### src/rtl/spi_reg_slave_if.sv
// ----------------------------------------------------------------------------
// spi_reg_slave_if : SPI pin bundle between the SPI master and spi_reg_slave.
// Revision 1.0
// ----------------------------------------------------------------------------
`default_nettype none

interface spi_reg_slave_if;
  logic i_sclk;
  logic i_csn;
  logic i_mosi;
  logic o_miso;

  modport master (output i_sclk, output i_csn, output i_mosi, input o_miso);
  modport slave  (input i_sclk, input i_csn, input i_mosi, output o_miso);
endinterface

`default_nettype wire

### src/rtl/spi_reg_slave.sv
// ----------------------------------------------------------------------------
// spi_reg_slave : oversampled SPI slave, 16-bit frame into a 16x8 register file.
// Revision 1.0
// ----------------------------------------------------------------------------
`default_nettype none

module spi_reg_slave #(
  parameter int SYNC_STAGES = 2,
  parameter bit LSB_FIRST   = 1'b0
) (
  input  logic            i_ck,
  input  logic            i_rstn,
  spi_reg_slave_if.slave  spi,
  input  logic [3:0]      i_loc_addr,
  output logic [7:0]      o_loc_data,
  output logic            o_wr_stb,
  output logic [3:0]      o_wr_addr,
  output logic [7:0]      o_wr_data,
  output logic            o_frame_err
);

  typedef enum logic [1:0] {
    ST_IDLE = 2'd0,
    ST_ADDR = 2'd1,
    ST_DATA = 2'd2,
    ST_DONE = 2'd3
  } state_t;

  logic [SYNC_STAGES-1:0] sclk_sync_q, csn_sync_q, mosi_sync_q;
  logic                   sclk_prev_q, rise_q, fall_q;
  logic                   w_csn, w_mosi;

  state_t     state_q, state_d;
  logic [3:0] bitcnt_q, bitcnt_d;
  logic [7:0] shreg_q, shreg_d;
  logic [7:0] sout_q, sout_d;
  logic [3:0] idx_q, idx_d;
  logic       rnw_q, rnw_d;
  logic       miso_q, miso_d;
  logic       wr_stb_q, wr_stb_d;
  logic [3:0] wr_addr_q, wr_addr_d;
  logic [7:0] wr_data_q, wr_data_d;
  logic       err_q, err_d;
  logic [7:0] regs_q [16];
  logic [7:0] loc_data_q;

  logic [7:0] w_shift;
  logic [7:0] w_sout_shift;
  logic       w_out_bit;

  // Synchronizers idle at 1 so reset looks like "SCLK high, CSn deasserted"
  always_ff @(posedge i_ck or negedge i_rstn) begin
    if (!i_rstn) begin
      sclk_sync_q <= '1;
      csn_sync_q  <= '1;
      mosi_sync_q <= '1;
      sclk_prev_q <= 1'b1;
      rise_q      <= 1'b0;
      fall_q      <= 1'b0;
    end else begin
      sclk_sync_q <= {sclk_sync_q[SYNC_STAGES-2:0], spi.i_sclk};
      csn_sync_q  <= {csn_sync_q[SYNC_STAGES-2:0], spi.i_csn};
      mosi_sync_q <= {mosi_sync_q[SYNC_STAGES-2:0], spi.i_mosi};
      sclk_prev_q <= sclk_sync_q[SYNC_STAGES-1];
      rise_q      <= sclk_sync_q[SYNC_STAGES-1] & ~sclk_prev_q;
      fall_q      <= ~sclk_sync_q[SYNC_STAGES-1] & sclk_prev_q;
    end
  end

  assign w_csn  = csn_sync_q[SYNC_STAGES-1];
  assign w_mosi = mosi_sync_q[SYNC_STAGES-1];

  generate
    if (LSB_FIRST) begin : g_lsb
      assign w_shift      = {w_mosi, shreg_q[7:1]};
      assign w_out_bit    = sout_q[0];
      assign w_sout_shift = {1'b0, sout_q[7:1]};
    end else begin : g_msb
      assign w_shift      = {shreg_q[6:0], w_mosi};
      assign w_out_bit    = sout_q[7];
      assign w_sout_shift = {sout_q[6:0], 1'b0};
    end
  endgenerate

  always_ff @(posedge i_ck or negedge i_rstn) begin
    if (!i_rstn) begin
      state_q   <= ST_IDLE;
      bitcnt_q  <= 4'd0;
      shreg_q   <= 8'h00;
      sout_q    <= 8'h00;
      idx_q     <= 4'd0;
      rnw_q     <= 1'b0;
      miso_q    <= 1'b0;
      wr_stb_q  <= 1'b0;
      wr_addr_q <= 4'd0;
      wr_data_q <= 8'h00;
      err_q     <= 1'b0;
    end else begin
      state_q   <= state_d;
      bitcnt_q  <= bitcnt_d;
      shreg_q   <= shreg_d;
      sout_q    <= sout_d;
      idx_q     <= idx_d;
      rnw_q     <= rnw_d;
      miso_q    <= miso_d;
      wr_stb_q  <= wr_stb_d;
      wr_addr_q <= wr_addr_d;
      wr_data_q <= wr_data_d;
      err_q     <= err_d;
    end
  end

  always_comb begin
    state_d   = state_q;
    bitcnt_d  = bitcnt_q;
    shreg_d   = shreg_q;
    sout_d    = sout_q;
    idx_d     = idx_q;
    rnw_d     = rnw_q;
    miso_d    = miso_q;
    wr_stb_d  = 1'b0;
    wr_addr_d = wr_addr_q;
    wr_data_d = wr_data_q;
    err_d     = 1'b0;
    case (state_q)
      ST_IDLE: begin
        miso_d = 1'b0;
        if (!w_csn) begin
          bitcnt_d = 4'd0;
          shreg_d  = 8'h00;
          state_d  = ST_ADDR;
        end
      end
      ST_ADDR: begin
        if (w_csn) begin
          err_d   = 1'b1;
          state_d = ST_IDLE;
        end else if (rise_q) begin
          shreg_d  = w_shift;
          bitcnt_d = bitcnt_q + 4'd1;
          if (bitcnt_q == 4'd7) begin
            idx_d    = w_shift[3:0];
            rnw_d    = w_shift[7];
            sout_d   = regs_q[w_shift[3:0]];
            bitcnt_d = 4'd0;
            state_d  = ST_DATA;
          end
        end
      end
      ST_DATA: begin
        if (w_csn) begin
          err_d   = 1'b1;
          miso_d  = 1'b0;
          state_d = ST_IDLE;
        end else begin
          if (fall_q && rnw_q) begin
            miso_d = w_out_bit;
            sout_d = w_sout_shift;
          end
          if (rise_q) begin
            shreg_d  = w_shift;
            bitcnt_d = bitcnt_q + 4'd1;
            if (bitcnt_q == 4'd7) begin
              if (!rnw_q) begin
                wr_stb_d  = 1'b1;
                wr_addr_d = idx_q;
                wr_data_d = w_shift;
              end
              miso_d  = 1'b0;
              state_d = ST_DONE;
            end
          end
        end
      end
      default: begin
        miso_d = 1'b0;
        if (w_csn) state_d = ST_IDLE;
      end
    endcase
  end

  // Commit follows the strobe, so a same-cycle local read still sees the old value
  always_ff @(posedge i_ck or negedge i_rstn) begin
    if (!i_rstn) begin
      for (int i = 0; i < 16; i++) regs_q[i] <= 8'h00;
      loc_data_q <= 8'h00;
    end else begin
      if (wr_stb_q) regs_q[wr_addr_q] <= wr_data_q;
      loc_data_q <= regs_q[i_loc_addr];
    end
  end

  assign spi.o_miso  = miso_q;
  assign o_loc_data  = loc_data_q;
  assign o_wr_stb    = wr_stb_q;
  assign o_wr_addr   = wr_addr_q;
  assign o_wr_data   = wr_data_q;
  assign o_frame_err = err_q;

endmodule

`default_nettype wire

### src/flat_wrapper.sv
// flat-port wrapper written by rule: the top's interface ports become plain ports
module spi_reg_slave_flat 
#(
  parameter int SYNC_STAGES = 2,
  parameter bit LSB_FIRST   = 1'b0
)
  (i_ck, i_rstn, i_loc_addr, o_loc_data, o_wr_stb, o_wr_addr, o_wr_data, o_frame_err, spi_i_sclk, spi_i_csn, spi_i_mosi, spi_o_miso);
  spi_reg_slave_if spi_i ();
  input  logic i_ck;
  input  logic i_rstn;
  input  logic [3:0] i_loc_addr;
  output logic [7:0] o_loc_data;
  output logic o_wr_stb;
  output logic [3:0] o_wr_addr;
  output logic [7:0] o_wr_data;
  output logic o_frame_err;
  input wire logic [$bits(spi_i.i_sclk)-1:0] spi_i_sclk;
  input wire logic [$bits(spi_i.i_csn)-1:0] spi_i_csn;
  input wire logic [$bits(spi_i.i_mosi)-1:0] spi_i_mosi;
  output wire logic [$bits(spi_i.o_miso)-1:0] spi_o_miso;
  assign spi_i.i_sclk = spi_i_sclk;
  assign spi_i.i_csn = spi_i_csn;
  assign spi_i.i_mosi = spi_i_mosi;
  assign spi_o_miso = spi_i.o_miso;
  spi_reg_slave #(.SYNC_STAGES(SYNC_STAGES), .LSB_FIRST(LSB_FIRST)) u_core (.i_ck(i_ck), .i_rstn(i_rstn), .spi(spi_i), .i_loc_addr(i_loc_addr), .o_loc_data(o_loc_data), .o_wr_stb(o_wr_stb), .o_wr_addr(o_wr_addr), .o_wr_data(o_wr_data), .o_frame_err(o_frame_err));
endmodule
### config.mk
export PLATFORM = sky130hd
export DESIGN_NAME = spi_reg_slave_flat
export DESIGN_NICKNAME = d
export VERILOG_FILES = /design/src/rtl/spi_reg_slave_if.sv /design/src/rtl/spi_reg_slave.sv /design/src/flat_wrapper.sv
export SDC_FILE = /design/constraint.sdc
export NUM_CORES = 1
export LEC_CHECK = 0
export CORE_ASPECT_RATIO = 0.5
export CORE_MARGIN = 2
export CORE_UTILIZATION = 25
export CTS_BUF_LIST = sky130_fd_sc_hd__clkbuf_2
export CTS_CLUSTER_DIAMETER = 80
export CTS_CLUSTER_SIZE = 10
export DETAILED_ROUTE_END_ITERATION = 12
export DONT_BUFFER_PORTS = 1
export PLACE_DENSITY = 0.43
export SYNTH_ARGS = -nofsm -noshare
export SYNTH_HDL_FRONTEND = slang
export SYNTH_SLANG_ARGS = --single-unit
export TNS_END_PERCENT = 20
### constraint.sdc
create_clock -name i_ck -period 2.34 [get_ports i_ck]
set_input_delay 0.234 -clock i_ck [delete_from_list [all_inputs] [get_ports i_ck]]
set_output_delay 0.234 -clock i_ck [all_outputs]
set_load 0.005 [all_outputs]
# Word-level counts from Yosys, hierarchy flattened
# Cells that the tools add are included.
# word_totals
input_bits	9
out_inout_bits	23
word_cells	125
reg_bits	186
# classes
eq_ne	16
bitwise	9
n_addsub	1
mux	47
n_reduce_logical	14
magnitude_cmp	4
# op_table
operator	n
bitwise mux 128 bit	1
2-to-1 mux 8 bit	10
binary-select mux 8 bit (select 4 bit)	2
demux 8 bit (select 4 bit)	1
2-to-1 mux 4 bit	6
2-to-1 mux 7 bit	3
AND reduction 6 bit	3
2-to-1 mux 2 bit	8
one-hot mux 8 bit (2 select lines)	1
greater-or-equal comparator 5 bit, second input constant	3
NOT 4 -> 5 bit	3
one-hot mux 7 bit (2 select lines)	1
!= test 3 x 1 -> 1 bit, second input constant	4
one-hot mux 4 bit (3 select lines)	1
2-to-1 mux 1 bit	11
!= test 2 x 1 -> 1 bit, second input constant	5
!= test 2 bit, second input constant	4
AND reduction 4 bit	2
one-hot mux 2 bit (3 select lines)	1
less-than comparator 5 x 1 -> 1 bit, second input constant	1
AND reduction 5 bit	1
adder 4 x 1 -> 4 bit, second input constant	1
== test 4 x 3 -> 1 bit, second input constant	1
NOT 1 bit	4
other kinds (10)	13

# Depth between registers and ports, before layout
# depth
word_depth	8
mapped_depth	8
depth_no_buf	6

# Least setup slack after synthesis
# No wires, ideal clock.
# synth_path
path_type	reg2reg
startpoint	register u_core.state_q[0]
endpoint	register u_core.bitcnt_q[3]
t_required_ns	2.264
period_less_slack_ns	1.901
path_slack_ns	0.439
path_stages_with_launch	8
setup_time_ns	0.076
path_buffers	1
arrival_time_ns	1.825
cell_sequence	dfrtp_1 inv_1 ha_1 buf_4 or3b_1 a21o_1 or3b_4 o21ai_1
# synth_via
elab_chain_cells	3
word_cells_on_any_way	11
classes_between	eq/ne (7); mux (1); reduce/logical (3)
# synth_lines
item	line_no	text
start, declared	spi_reg_slave.sv:33	state_t state_q, state_d;
start signal, assigned	spi_reg_slave.sv:99	state_q <= state_d;
== test 2 bit (tied with other cells)	spi_reg_slave.sv:125	case (state_q)
!= test 2 x 1 -> 1 bit (no source line) (tied with other cells)	n/a	
AND reduction 6 bit (no source line)	n/a	
end signal, assigned	spi_reg_slave.sv:100	bitcnt_q <= bitcnt_d;
end, declared	spi_reg_slave.sv:34	logic [3:0] bitcnt_q, bitcnt_d;
# Several ways; a longest one is shown, not always the timed one.
# A chain may end at the register's enable or synchronous reset.

# Final worst setup path
# layout_path
startpoint	register u_core.mosi_sync_q[1]
endpoint	register u_core.sout_q[6]
# layout_via
elab_chain_cells	8
# layout_lines
item	line_no	text
start, declared	spi_reg_slave.sv:29	logic [SYNC_STAGES-1:0] sclk_sync_q, csn_sync_q, mosi_sync_q;
start signal, assigned	spi_reg_slave.sv:63	mosi_sync_q <= {mosi_sync_q[SYNC_STAGES-2:0], spi.i_mosi};
NOT 4 -> 5 bit (not written as such)	spi_reg_slave.sv:144	sout_d = regs_q[w_shift[3:0]];
binary-select mux 8 bit (select 4 bit)	spi_reg_slave.sv:144	
2-to-1 mux 8 bit (not written as such) (2 in a row)	spi_reg_slave.sv:144	
2-to-1 mux 8 bit	spi_reg_slave.sv:141	if (bitcnt_q == 4'd7) begin
2-to-1 mux 8 bit	spi_reg_slave.sv:138	end else if (rise_q) begin
2-to-1 mux 8 bit	spi_reg_slave.sv:135	if (w_csn) begin
one-hot mux 8 bit (2 select lines)	spi_reg_slave.sv:125	
end signal, assigned	spi_reg_slave.sv:102	sout_q <= sout_d;
end, declared	spi_reg_slave.sv:36	logic [7:0] sout_q, sout_d;
# No other way between the ends. The select of a mux whose other input is x is not followed.

==> flow_summary.rst <==
.. list-table::
   :header-rows: 1

   * - Metric
     - Value
   * - Result of the run
     - finished with violations
   * - Violations in the final reports
     - hold timing
   * - Worst Clk Skew
     - 0.05038 ns
   * - Width of the die
     - 276.8 um
   * - Share of the clock period used by the worst path after layout
     - about 95%
   * - Netlist area before placement
     - about 9300 sq um
   * - Top_reg_cell synth
     - dfrtp_1
   * - R2r setup slk
     - 0.12 ns
   * - Height of the die
     - 140.4 um
   * - Crit Reg-Reg Startpoint
     - u_core.mosi_sync_q[1]
   * - CTS sink count
     - 186
   * - Full die area
     - 38,850 sq um
   * - F_max
     - approximately 450 MHz
   * - Post-Synthesis Net Count
     - 651
   * - Accumulated negative setup slack
     - 0 ns
   * - Total routing usage reported by global routing
     - 14.25%
   * - Post-DR wirelength/cell
     - 22.91 um
   * - Sort of element at the start of the critical path
     - flip-flop
   * - Master cell of the clock root buffer
     - clkbuf_2
   * - Via count of the first global-routing pass
     - 5,884
   * - IO Count
     - 32
   * - Postcts setup bufs
     - 0
   * - Worst Tran Pin Value
     - 0.8854 ns
   * - Global-route wire length before repair
     - 40.25 mm
   * - Worst supply voltage drop on vdd
     - 0.2921 mV
   * - Number of distinct library cells after synthesis
     - slightly below 50
   * - Worst r2r dst
     - u_core.sout_q[6]
   * - RSZ-0062 raised after global routing
     - false
   * - Std-Cell Core Area
     - ~36,000 sq um
   * - Clock transition time at the flip-flop clock pins of the worst setup and hold paths
     - around 0.29 ns
   * - Setup crit end kind
     - flip-flop
   * - Proportion of layout cells with a drive suffix above 1
     - between 40% and 50%
   * - Count of final setup violators
     - 0
   * - Antenna violations before repair
     - 1
   * - Gpl congestion
     - 0.7634
   * - Worst hold slack
     - -0.9203 ns
   * - Total number of yosys warnings
     - 0
   * - Number of antenna-violating nets in the routed design
     - 0
   * - Number of detailed-route iterations in the first pass
     - 5
   * - CP cell instances
     - buf_4, mux2i_1, a22oi_1, a32oi_1, a31oi_1
   * - Largest net degree at the start of global routing
     - ~190
   * - Area delta synth->final
     - 12.14%
   * - Avg Inst Size Synth
     - 14.60 sq um
   * - Register bit count reported by yosys
     - 186
   * - Delay of the slowest critical-path stage
     - 0.94 ns
   * - Worst slew margin relative to its limit
     - 40.75%
   * - Sum of routed wire length over all layers
     - 26.76 mm
   * - Classification of the worst setup path
     - flip-flop to flip-flop
   * - EDFF count, synth
     - 0
   * - Avg Vias per Cell
     - slightly below 5
   * - PwrDens
     - 625.5 nW/um^2
   * - Total number of H-tree levels
     - 4
   * - Number of standard-cell rows in the floorplan
     - 49
   * - Crit path required time
     - 3.05 ns
   * - Gate count after technology mapping
     - 637
   * - Overflow left after global routing
     - 0
   * - Max Transition Viols Final
     - 0
   * - Time the worst path needs with I/O delays and setup
     - 2.221 ns
   * - TritonCTS clock tree
     - done
   * - Highest-delay cell along the critical path
     - dfstp_4
   * - Cts repair resizes
     - 0
   * - Count of input and output buffers
     - 0
   * - Starting DRC count in detailed routing
     - about 340
   * - CTS hold repair buffers
     - 15
   * - Final net count
     - 686
   * - Async set-reset flop share out of synthesis
     - 100.0%
   * - Count of maximum capacitance violations
     - 0
   * - Starting density of the core
     - 25.62%
   * - Clock insertion delay at the later pin of the skew report
     - 0.81 ns
   * - Post-synthesis sequential area ratio
     - 50.14%
   * - Via count
     - 5,656
   * - Number of buffers created by CTS
     - 17
   * - Cells on worst reg2reg path
     - 5
   * - Data arrival time at the worst-slack endpoint
     - 2.93 ns
   * - DRC errors left
     - 0
   * - Total half-perimeter wirelength after legalization and detailed placement
     - 17.06 mm
   * - Total leakage power
     - 0.004848 uW
   * - Number of buffers on the longest clock path
     - 2
   * - Final hold violation count
     - 186
   * - Worst hold-check path type
     - primary input to async pin
   * - Largest fanout on the critical path
     - 24
layout make-up:
type | instances | area (sq um)
fill | 3693 | 25870
sequential | 186 | 4667
multi-input combinational | 402 | 4362
tap | 484 | 605.6
timing repair buffer | 60 | 508.0
clock inverter | 12 | 175.2
clock buffer | 18 | 90.09
inverter | 5 | 18.77
antenna | 1 | 2.502
stage by stage:
step	instances	total power, uW	worst slack [ns]	cell area [sq um]	utilization, %
final	1168	6524	0.1191	10430	28.73
after global routing	1168	6884	0.0006979	10430	28.73
after CTS	1167	6627	0.08147	10430	28.73
after detailed placement	1122	4675	0.07874	9991	27.53
after global placement	1122	4666	0.1158	9991	27.53
after floorplan	637	4260	0.4388	9300	-
Yosys cell counts, drive strengths merged (6+ instances only):
cell	n	area, sq um
dfrtp	179	4479
mux2	147	1689
mux4	52	1239
mux2i	41	410.4
nand2	37	138.9
buf	26	188.9
clkbuf	18	67.56
nor2	17	76.32
o21ai	15	75.07
a22oi	8	60.06
a221oi	7	67.56
a31oi	7	43.79
dfstp	7	183.9
nor2b	7	43.79
nand2b	6	37.54
nand4	6	37.54
nor3	6	60.06
o22ai	6	37.54
sequential cells by signal (all words and copies together), names as in the netlist:
| signal | cells |
|---|---|
| u_core.spi.o_miso | 1 |
| u_core.regs_q | 128 |
| u_core.fall_q | 1 |
| u_core.rnw_q | 1 |
| u_core.sout_q | 8 |
| u_core.o_wr_stb | 1 |
| u_core.o_frame_err | 1 |
| u_core.state_q | 2 |
| u_core.o_wr_addr | 4 |
| u_core.bitcnt_q | 4 |
| u_core.sclk_sync_q | 2 |
| u_core.o_loc_data | 8 |
| u_core.csn_sync_q | 2 |
| u_core.rise_q | 1 |
| u_core.mosi_sync_q | 2 |
| u_core.sclk_prev_q | 1 |
| u_core.o_wr_data | 8 |
| u_core.idx_q | 4 |
| u_core.shreg_q | 7 |
worst max-delay path, delay by kind of cell, from the launching register on:
family / cells / cell delay, ns
flops: 1 / 0.94
compound gates: 3 / 0.59
buf+inv: 1 / 0.34
mux: 1 / 0.26
routing by layer:
layer	routed length, um	up-vias	global-route usage (%)
met3	971	16	2.786
met5	0	-	0
met4	242	0	3.261
met2	12310	94	22.22
li1	-	2483	-
met1	13240	3063	20.43
cell usage in the layout (no fill, tap or decap), drive strengths merged, types with 3 or more instances in the layout:
cell type    synthesis  final
inv                  5      6
o21ai               15     15
bufinv               0      4
mux2i               41     41
o21bai               3      3
mux4                52     52
nand2               37     37
buf                 26     47
dfstp                7      7
dlygate4sd3          0     13
clkbuf              18     18
a31oi                7      7
or3b                 3      3
o22ai                6      6
nand2b               6      6
dfrtp              179    179
ha                   5      5
nand3                4      4
nor2b                7      7
mux2               147    147
a221oi               7      7
nor3                 6      6
nor2                17     17
clkinv               0      5
nand4                6      6
a22oi                8      8
nand3b               4      4
where the power goes:
part / internal [uW] / switching (uW) / total (uW)
combinational: 439 / 722 / 1160
sequential: 3360 / 147 / 3510
clock: 693 / 1160 / 1850
worst max-delay path by stage:
stage	startpoint	to	slack, ns	cells past startpoint
2_1_floorplan	u_core.state_q[0]	u_core.bitcnt_q[3]	0.44	7
3_3_place_gp	u_core.mosi_sync_q[1]	u_core.sout_q[6]	0.12	5
3_5_place_dp	u_core.mosi_sync_q[1]	u_core.sout_q[6]	0.08	5
4_1_cts	u_core.mosi_sync_q[1]	u_core.sout_q[6]	0.08	5
5_1_grt	u_core.state_q[0]	u_core.o_wr_data[4]	0.0007	6
6_report	u_core.mosi_sync_q[1]	u_core.sout_q[6]	0.12	5
logic make-up after synthesis:
family                   Yosys count  synth area share [%]
flip-flops                       186                 50.14
adder cells (fa/ha/maj)            5                0.6727
multiplexers                     240                 35.89
AO/OA/AOI/OAI                     54                 3.969
buffers and inverters             49                 2.960
XOR/XNOR                           1               0.09419
AND/OR/NAND/NOR                  102                 6.269
Power figures use the tool's default switching activity.
